## src/rtl/ii_window_fetch_arbiter_pkg.sv

```systemverilog
// ----------------------------------------------------------------------------
// ii_window_fetch_arbiter_pkg
//   Shared constants and types for the integral-image window fetch arbiter:
//   image geometry, bus widths, FSM state encoding, corner indices, the
//   read-tag record carried alongside frame_buffer reads, and the
//   multiply-free row offset helper used for address generation.
// ----------------------------------------------------------------------------
package ii_window_fetch_arbiter_pkg;

    localparam int IMG_W  = 160;  // row stride of the integral image
    localparam int IMG_H  = 120;
    localparam int ADDR_W = 17;
    localparam int DATA_W = 12;   // all sums wrap modulo 2^DATA_W

    typedef enum logic [2:0] {
        ST_IDLE  = 3'd0,
        ST_CALC  = 3'd1,
        ST_ISSUE = 3'd2,
        ST_WAIT  = 3'd3,
        ST_DONE  = 3'd4
    } state_e;

    // Corner indices double as issue priority: lower index is read first.
    localparam logic [1:0] CORNER_D = 2'd0;  // (x1, y1)
    localparam logic [1:0] CORNER_C = 2'd1;  // (x0, y1)
    localparam logic [1:0] CORNER_B = 2'd2;  // (x1, y0)
    localparam logic [1:0] CORNER_A = 2'd3;  // (x0, y0)

    // Travels with every frame_buffer read so returning data can be routed.
    typedef struct packed {
        logic       valid;
        logic [1:0] idx;
    } tag_t;

    // row * 160 as (row << 7) + (row << 5); tied to IMG_W == 160.
    function automatic logic [ADDR_W-1:0] row_offset(input logic [ADDR_W-1:0] row);
        return (row << 7) + (row << 5);
    endfunction

endpackage

```

## src/rtl/ii_corner_addr.sv

```systemverilog
// ----------------------------------------------------------------------------
// ii_corner_addr
//   Registered address generator for the window's bottom-right corner (D)
//   plus the row span used to reach the top corners, and flags marking the
//   corners that fall outside the image (row -1 / column -1) and read as zero.
//   Loads only while en_i is high and holds its outputs otherwise.
// Ports
//   clk, rst_n    clock, asynchronous active-low reset
//   en_i          load strobe (arbiter in CALC)
//   x_i, y_i      coordinates of corner D (x1, y1)
//   h_i           window height, converted to a row span
//   left_i        window starts at column 0 -> corners A and C are zero
//   top_i         window starts at row 0    -> corners A and B are zero
//   addr_o        y_i * IMG_W + x_i
//   span_o        h_i * IMG_W
//   zero_*_o      corner is implicitly zero and must not be read
// ----------------------------------------------------------------------------
module ii_corner_addr
    import ii_window_fetch_arbiter_pkg::*;
(
    input  logic              clk,
    input  logic              rst_n,
    input  logic              en_i,
    input  logic [7:0]        x_i,
    input  logic [6:0]        y_i,
    input  logic [6:0]        h_i,
    input  logic              left_i,
    input  logic              top_i,
    output logic [ADDR_W-1:0] addr_o,
    output logic [ADDR_W-1:0] span_o,
    output logic              zero_a_o,
    output logic              zero_b_o,
    output logic              zero_c_o
);

    logic [ADDR_W-1:0] addr_q;
    logic [ADDR_W-1:0] span_q;
    logic              zero_a_q;
    logic              zero_b_q;
    logic              zero_c_q;

    // NOTE: sequential state is always assigned with <= so every register
    // samples the pre-edge values regardless of statement order.
    always_ff @(posedge clk or negedge rst_n) begin
        if (!rst_n) begin
            addr_q   <= '0;
            span_q   <= '0;
            zero_a_q <= 1'b0;
            zero_b_q <= 1'b0;
            zero_c_q <= 1'b0;
        end else if (en_i) begin
            addr_q   <= row_offset(ADDR_W'(y_i)) + ADDR_W'(x_i);
            span_q   <= row_offset(ADDR_W'(h_i));
            zero_a_q <= left_i | top_i;
            zero_b_q <= top_i;
            zero_c_q <= left_i;
        end
    end

    assign addr_o   = addr_q;
    assign span_o   = span_q;
    assign zero_a_o = zero_a_q;
    assign zero_b_o = zero_b_q;
    assign zero_c_o = zero_c_q;

endmodule

```

## src/rtl/ii_window_fetch_arbiter.sv

```systemverilog
// ----------------------------------------------------------------------------
// ii_window_fetch_arbiter
//   Shares the single frame_buffer read port between the display address
//   generator (absolute priority, never stalled) and the face-detector window
//   requester. A window request becomes up to four integral-image corner
//   reads issued in display-free cycles (order D, C, B, A) and is returned as
//   one sum D - C - B + A, wrapping modulo 2^DATA_W.
// Ports
//   clk, rst_n         VGA pixel clock, asynchronous active-low reset
//   disp_en_i          display owns the port this cycle
//   disp_addr_i        display read address
//   disp_data_o        display read data (RD_LAT cycles after the address)
//   frame_tick_i       start-of-frame pulse; marks in-flight results stale
//   win_valid_i/ready  window request handshake (ready only when idle)
//   win_x/y/w/h_i      window left column, top row, width, height
//   rd_addr_o          frame_buffer read address
//   rd_data_i          frame_buffer read data
//   sum_valid_o        one-cycle pulse qualifying sum/err/stale
//   sum_o              window sum; zero when err_o is set
//   err_o              request was outside the image or empty
//   stale_o            a frame_tick arrived while the request was in flight
// ----------------------------------------------------------------------------
module ii_window_fetch_arbiter
    import ii_window_fetch_arbiter_pkg::*;
#(
    parameter int RD_LAT = 1  // frame_buffer read latency, 1..3
)
(
    input  logic              clk,
    input  logic              rst_n,
    input  logic              disp_en_i,
    input  logic [ADDR_W-1:0] disp_addr_i,
    output logic [DATA_W-1:0] disp_data_o,
    input  logic              frame_tick_i,
    input  logic              win_valid_i,
    output logic              win_ready_o,
    input  logic [7:0]        win_x_i,
    input  logic [6:0]        win_y_i,
    input  logic [7:0]        win_w_i,
    input  logic [6:0]        win_h_i,
    output logic [ADDR_W-1:0] rd_addr_o,
    input  logic [DATA_W-1:0] rd_data_i,
    output logic              sum_valid_o,
    output logic [DATA_W-1:0] sum_o,
    output logic              err_o,
    output logic              stale_o
);

    localparam logic [8:0] X_LIMIT = 9'(IMG_W);
    localparam logic [7:0] Y_LIMIT = 8'(IMG_H);

    state_e            state_q;
    logic [7:0]        req_x_q;
    logic [6:0]        req_y_q;
    logic [7:0]        req_w_q;
    logic [6:0]        req_h_q;
    logic [3:0]        issued_q;
    logic              err_pend_q;
    logic              stale_pend_q;
    logic [ADDR_W-1:0] hold_addr_q;
    logic [DATA_W-1:0] corner_q [4];
    tag_t              tag_q    [RD_LAT];
    logic [DATA_W-1:0] sum_q;
    logic              err_q;
    logic              stale_q;
    logic              sum_valid_q;

    // ---------------- CALC: range check and corner D coordinates ----------
    logic [8:0] x_end;
    logic [7:0] y_end;
    logic       req_ok;
    logic [7:0] x1;
    logic [6:0] y1;

    assign x_end  = {1'b0, req_x_q} + {1'b0, req_w_q};
    assign y_end  = {1'b0, req_y_q} + {1'b0, req_h_q};
    assign req_ok = (req_w_q != 8'd0) && (req_h_q != 7'd0) &&
                    (x_end <= X_LIMIT) && (y_end <= Y_LIMIT);
    // Only meaningful when req_ok; truncation on bad requests is harmless.
    assign x1     = x_end[7:0] - 8'd1;
    assign y1     = y_end[6:0] - 7'd1;

    logic [ADDR_W-1:0] addr_d;
    logic [ADDR_W-1:0] span;
    logic              zero_a;
    logic              zero_b;
    logic              zero_c;

    ii_corner_addr u_corner_addr (
        .clk      (clk),
        .rst_n    (rst_n),
        .en_i     (state_q == ST_CALC),
        .x_i      (x1),
        .y_i      (y1),
        .h_i      (req_h_q),
        .left_i   (req_x_q == 8'd0),
        .top_i    (req_y_q == 7'd0),
        .addr_o   (addr_d),
        .span_o   (span),
        .zero_a_o (zero_a),
        .zero_b_o (zero_b),
        .zero_c_o (zero_c)
    );

    // ---------------- ISSUE: pick the next corner to read -----------------
    // The other corners sit a fixed distance from D: one window width to the
    // left (x0 = x1 - w) and/or one window height up (y0 = y1 - h).
    logic [ADDR_W-1:0] addr_c;
    logic [ADDR_W-1:0] addr_b;
    logic [ADDR_W-1:0] addr_a;
    logic [3:0]        need;
    logic [3:0]        pending;
    logic [1:0]        cur_idx;
    logic              have_pending;
    logic              more_after;
    logic [ADDR_W-1:0] cur_addr;
    logic              issue_fire;
    logic              inner_busy;

    assign addr_c  = addr_d - ADDR_W'(req_w_q);
    assign addr_b  = addr_d - span;
    assign addr_a  = addr_b - ADDR_W'(req_w_q);
    assign need    = {~zero_a, ~zero_b, ~zero_c, 1'b1};
    assign pending = need & ~issued_q;

    // NOTE: every signal driven here gets a default first, so no path can
    // leave it unassigned and infer a latch.
    always_comb begin
        cur_idx      = CORNER_D;
        have_pending = 1'b0;
        for (int i = 3; i >= 0; i--) begin
            if (pending[i]) begin
                cur_idx      = 2'(i);
                have_pending = 1'b1;
            end
        end
        more_after = |(pending & ~(4'b0001 << cur_idx));

        case (cur_idx)
            CORNER_D: cur_addr = addr_d;
            CORNER_C: cur_addr = addr_c;
            CORNER_B: cur_addr = addr_b;
            default:  cur_addr = addr_a;
        endcase

        // Tags ahead of the exit stage; the exit stage is captured on the
        // same edge that WAIT hands over to DONE.
        inner_busy = 1'b0;
        for (int i = 0; i < RD_LAT - 1; i++) begin
            inner_busy = inner_busy | tag_q[i].valid;
        end
    end

    assign issue_fire = (state_q == ST_ISSUE) && !disp_en_i && have_pending;

    logic [DATA_W-1:0] corner_sum;
    assign corner_sum = corner_q[CORNER_D] - corner_q[CORNER_C]
                      - corner_q[CORNER_B] + corner_q[CORNER_A];

    // ---------------- FSM, tag pipe and result registers ------------------
    always_ff @(posedge clk or negedge rst_n) begin
        if (!rst_n) begin
            state_q      <= ST_IDLE;
            req_x_q      <= '0;
            req_y_q      <= '0;
            req_w_q      <= '0;
            req_h_q      <= '0;
            issued_q     <= '0;
            err_pend_q   <= 1'b0;
            stale_pend_q <= 1'b0;
            hold_addr_q  <= '0;
            sum_q        <= '0;
            err_q        <= 1'b0;
            stale_q      <= 1'b0;
            sum_valid_q  <= 1'b0;
            for (int i = 0; i < RD_LAT; i++) begin
                tag_q[i] <= '0;
            end
            // NOTE: the corner array is small register storage, not a RAM
            // macro, so it is reset with everything else; a mid-request
            // reset therefore leaves no partial sum behind.
            for (int i = 0; i < 4; i++) begin
                corner_q[i] <= '0;
            end
        end else begin
            sum_valid_q <= 1'b0;

            // Tag pipe shifts every cycle; bubbles carry valid=0.
            tag_q[0].valid <= issue_fire;
            tag_q[0].idx   <= cur_idx;
            for (int i = 1; i < RD_LAT; i++) begin
                tag_q[i] <= tag_q[i-1];
            end
            if (tag_q[RD_LAT-1].valid) begin
                corner_q[tag_q[RD_LAT-1].idx] <= rd_data_i;
            end

            if (frame_tick_i && (state_q != ST_IDLE)) begin
                stale_pend_q <= 1'b1;
            end

            case (state_q)
                ST_IDLE: begin
                    // A tick in the acceptance cycle belongs to the new frame.
                    if (win_valid_i) begin
                        req_x_q      <= win_x_i;
                        req_y_q      <= win_y_i;
                        req_w_q      <= win_w_i;
                        req_h_q      <= win_h_i;
                        issued_q     <= '0;
                        err_pend_q   <= 1'b0;
                        stale_pend_q <= 1'b0;
                        for (int i = 0; i < 4; i++) begin
                            corner_q[i] <= '0;
                        end
                        state_q      <= ST_CALC;
                    end
                end
                ST_CALC: begin
                    err_pend_q <= !req_ok;
                    state_q    <= req_ok ? ST_ISSUE : ST_DONE;
                end
                ST_ISSUE: begin
                    if (issue_fire) begin
                        issued_q[cur_idx] <= 1'b1;
                        hold_addr_q       <= cur_addr;
                        if (!more_after) begin
                            state_q <= ST_WAIT;
                        end
                    end
                end
                ST_WAIT: begin
                    if (!inner_busy) begin
                        state_q <= ST_DONE;
                    end
                end
                ST_DONE: begin
                    sum_valid_q <= 1'b1;
                    err_q       <= err_pend_q;
                    stale_q     <= stale_pend_q | frame_tick_i;
                    sum_q       <= err_pend_q ? '0 : corner_sum;
                    state_q     <= ST_IDLE;
                end
                default: state_q <= ST_IDLE;
            endcase
        end
    end

    // Display has the port whenever it asks; otherwise show the corner being
    // issued, or park on the last corner address.
    assign rd_addr_o   = disp_en_i               ? disp_addr_i :
                         (state_q == ST_ISSUE)   ? cur_addr    : hold_addr_q;
    assign disp_data_o = rd_data_i;
    assign win_ready_o = (state_q == ST_IDLE);
    assign sum_valid_o = sum_valid_q;
    assign sum_o       = sum_q;
    assign err_o       = err_q;
    assign stale_o     = stale_q;

endmodule

```

## config.mk

```make
export PLATFORM = sky130hd
export DESIGN_NAME = ii_window_fetch_arbiter
export DESIGN_NICKNAME = d
export VERILOG_FILES = /design/src/rtl/ii_window_fetch_arbiter_pkg.sv /design/src/rtl/ii_corner_addr.sv /design/src/rtl/ii_window_fetch_arbiter.sv
export SDC_FILE = /design/constraint.sdc
export NUM_CORES = 1
export LEC_CHECK = 0
export ABC_AREA = 1
export CAP_MARGIN = 30
export CORE_ASPECT_RATIO = 1.4
export CORE_MARGIN = 2
export CORE_UTILIZATION = 62
export DETAILED_ROUTE_END_ITERATION = 10
export HOLD_SLACK_MARGIN = 0.08
export PLACE_DENSITY = 0.92
export SYNTH_ARGS = -nofsm -noshare
export SYNTH_HDL_FRONTEND = slang
export SYNTH_SLANG_ARGS = --single-unit
```

## constraint.sdc

```tcl
create_clock -name clk -period 6.6 [get_ports clk]
set_input_delay 0.66 -clock clk [delete_from_list [all_inputs] [get_ports clk]]
set_output_delay 0.66 -clock clk [all_outputs]
set_load 0.02 [all_outputs]
```

==> results.json <==
{
  "status": "completed",
  "timing.reg2reg.setup_slack_ns": 2.47,
  "wl_um": 26200,
  "gp_congestion": 0.978,
  "rows": 55,
  "synth-main-ff-cell": "dfrtp_1",
  "yosys_warnings": 0,
  "crit_arrival_ns": 4.07,
  "grt_util_all_layers_pct": 30.8,
  "drive_above_1_share_pct": 4.76,
  "vias_per_cell": 5.69,
  "critPathLaunchType": "flip-flop",
  "netlist.area_leader.share_pct": 36.8,
  "fp.dieH_um": 156,
  "hold_violations": 0,
  "start_util_pct": 63.5,
  "drc": 0,
  "grt_max_degree": 81,
  "finalMaxSlewViolations": 0,
  "ys_ff_latch": 151,
  "syn2layout_area_growth_pct": 17.6,
  "place_ws_ns": 2.36,
  "placeableCoreArea_um2": 16200,
  "hpwl_um": 19100,
  "dieArea_um2": 17600,
  "portBuffers": 108,
  "pin_count": 109,
  "synth_edf_count": 0,
  "antenna_cells": 0,
  "r2r_end": "u_corner_addr.addr_o[13]",
  "r2r_cells": 24,
  "path_max_fanout": 5,
  "min_period_ns": 4.73,
  "cts-root-buf": "clkbuf_16",
  "avgSynthCellArea_um2": 7.58,
  "nets": 1591,
  "clk_pin_slew_ns": 0.07,
  "relSlewSlack_pct": 34.9,
  "postLayoutCellArea_um2": 12100,
  "finalCritPeriodShare_pct": 71.7,
  "htreeDepth": 4,
  "wire_per_inst_um": 15.9,
  "critPathKind": "reg2out",
  "grt_pass1_wl_um": 43100,
  "synth_async_sr_flop_share_pct": 100,
  "cap_violations": 0,
  "rsz0062_at_grt": "no",
  "clkLatencyLatePin_ns": 0.44,
  "clock_skew_ns": 0.00927,
  "synthTopCellsByCount": "344 x nand2_1, 194 x inv_1, 151 x dfrtp_1, 127 x o21ai_0, 100 x a21oi_1",
  "holdCritPathClass": "in2async",
  "yosysMostFrequentCell": "nand2_1",
  "first_pass_iters": 6,
  "setup_ws_ns": 1.87,
  "post_cts_buffers": 0,
  "ys_seq_area_share_pct": 36.8,
  "dr.first_iter.drc_count": 691,
  "setup_viol": 0,
  "worstSetupEndpointType": "primary output",
  "clock_sinks": 151,
  "reg2reg_from": "req_w_q[0]",
  "cp.required_ns": 5.94,
  "synthCells": 1354,
  "antenna_found_initial": 0,
  "ys_types": 49,
  "synth_fp_nets": 1508,
  "cts_buffer_depth": 2,
  "postPlaceCellArea_um2": 11400,
  "fin_setup_tns_ns": 0,
  "worstMarginPinSlew_ns": 0.973,
  "synth_top_area_cell": "dfrtp_1",
  "hold_buffers": 0,
  "vias": 9379,
  "die_w_um": 113,
  "post_cts_resized": 0,
  "cts-buffers-inserted": 17,
  "overflow": 0,
  "syn_area_um2": 10300,
  "clock.fmax_mhz": 211,
  "antenna_left": 0,
  "synth_area_leaders": "dfrtp_1 37%, nand2_1 13%, ha_1 7.4%",
  "cts_tree": "done",
  "grt_pass1_vias": 9488
}
[worst max-delay path: stages, from the launching register on]
cell,delay [ns]
dfrtp_1,0.34
inv_1,0.07
ha_1,0.20
inv_1,0.12
fa_1,0.45
nand2_1,0.08
o21ai_0,0.09
ha_1,0.36
a21oi_1,0.17
o21a_1,0.12
o21ai_1,0.10
nand2_1,0.09
nand3b_2,0.12
nor2_2,0.22
nor2_1,0.08
o21bai_1,0.23
o21ai_1,0.09
nand2_1,0.08
clkdlybuf4s50_1,0.62
[area by class of cell]
class / count / area, um2
Sequential cell: 151 / 3780
Multi-Input combinational cell: 954 / 5490
Clock buffer: 20 / 447
Inverter: 198 / 743
Fill cell: 1181 / 4110
Tap cell: 199 / 249
Clock inverter: 12 / 199
Timing Repair Buffer: 115 / 1150
[layer usage]
metal  track usage, %  routed length, um  vias to the layer above  share of wire, %
li1                 -                  -                     4522                 -
met1             32.5               9520                     4420                36
met2             58.1              14200                      346                54
met3             4.84               1300                       91               5.0
met4             16.2               1220                        0               4.7
met5                0                  0                        -                 0
[metrics by stage]
step | hold slack (ns) | util (%) | instances
2_1_floorplan | 0.364 | - | 1354
3_3_place_gp | 0.458 | 70.4 | 1616
3_5_place_dp | 0.465 | 70.4 | 1616
4_1_cts | 0.248 | 74.4 | 1648
5_1_grt | 0.261 | 74.6 | 1649
6_report | 0.202 | 74.6 | 1649
[cells by family after synthesis]
group | share of synthesized area [%]
compound gates | 14.6
xor+xnor | 3.05
fa+ha+maj | 13.1
buf+inv | 9.74
flops | 36.8
simple gates | 22.7
[how the worst max path moves through the flow]
stage / cells after the start / end / from / slack [ns]
after floorplan: 24 / u_corner_addr.addr_o[13] / req_w_q[0] / 3.00
after global placement: 20 / rd_addr_o[10] / u_corner_addr.addr_o[5] / 2.45
after detailed placement: 18 / rd_addr_o[11] / u_corner_addr.addr_o[5] / 2.36
after CTS: 18 / rd_addr_o[11] / u_corner_addr.addr_o[5] / 1.89
after global routing: 20 / rd_addr_o[15] / u_corner_addr.addr_o[5] / 1.53
final: 18 / rd_addr_o[11] / u_corner_addr.addr_o[5] / 1.87
[registers in the layout, summed over array words and instances (netlist names)]
| register | count |
|---|---|
| corner_q | 48 |
| err_o | 1 |
| err_pend_q | 1 |
| hold_addr_q | 17 |
| issued_q | 4 |
| req_h_q | 7 |
| req_w_q | 8 |
| req_x_q | 8 |
| req_y_q | 7 |
| stale_o | 1 |
| stale_pend_q | 1 |
| state_q | 3 |
| sum_o | 12 |
| sum_valid_o | 1 |
| tag_q | 3 |
| u_corner_addr.addr_o | 16 |
| u_corner_addr.span_o | 10 |
| u_corner_addr.zero_a_o | 1 |
| u_corner_addr.zero_b_o | 1 |
| u_corner_addr.zero_c_o | 1 |
[cells in the final DEF, fill, tap and decap left out, types with 3 or more instances in the layout]
master / netlist / routed
nand2_1: 344 / 344
inv_1: 194 / 194
dfrtp_1: 151 / 151
o21ai_0: 127 / 127
clkdlybuf4s50_1: 0 / 107
a21oi_1: 100 / 100
nor2_1: 92 / 90
nand3_1: 68 / 68
ha_1: 61 / 61
fa_1: 29 / 29
xor2_1: 19 / 19
clkbuf_16: 0 / 17
a31oi_1: 11 / 11
nor3_1: 10 / 10
xnor2_1: 8 / 8
nand2_2: 7 / 7
nand3b_1: 7 / 7
nand4_1: 7 / 7
o21ai_1: 7 / 7
nor4_1: 6 / 6
nor2_2: 5 / 6
o211ai_1: 6 / 6
buf_4: 13 / 6
o21a_1: 5 / 5
bufinv_16: 0 / 5
nor2_4: 2 / 3
nand2_4: 3 / 3
o22ai_1: 3 / 3
o31ai_1: 3 / 3
clkinv_2: 0 / 3
Power is not shown: default switching activity piles up to over one toggle a cycle in this logic, so the estimate is an artifact.
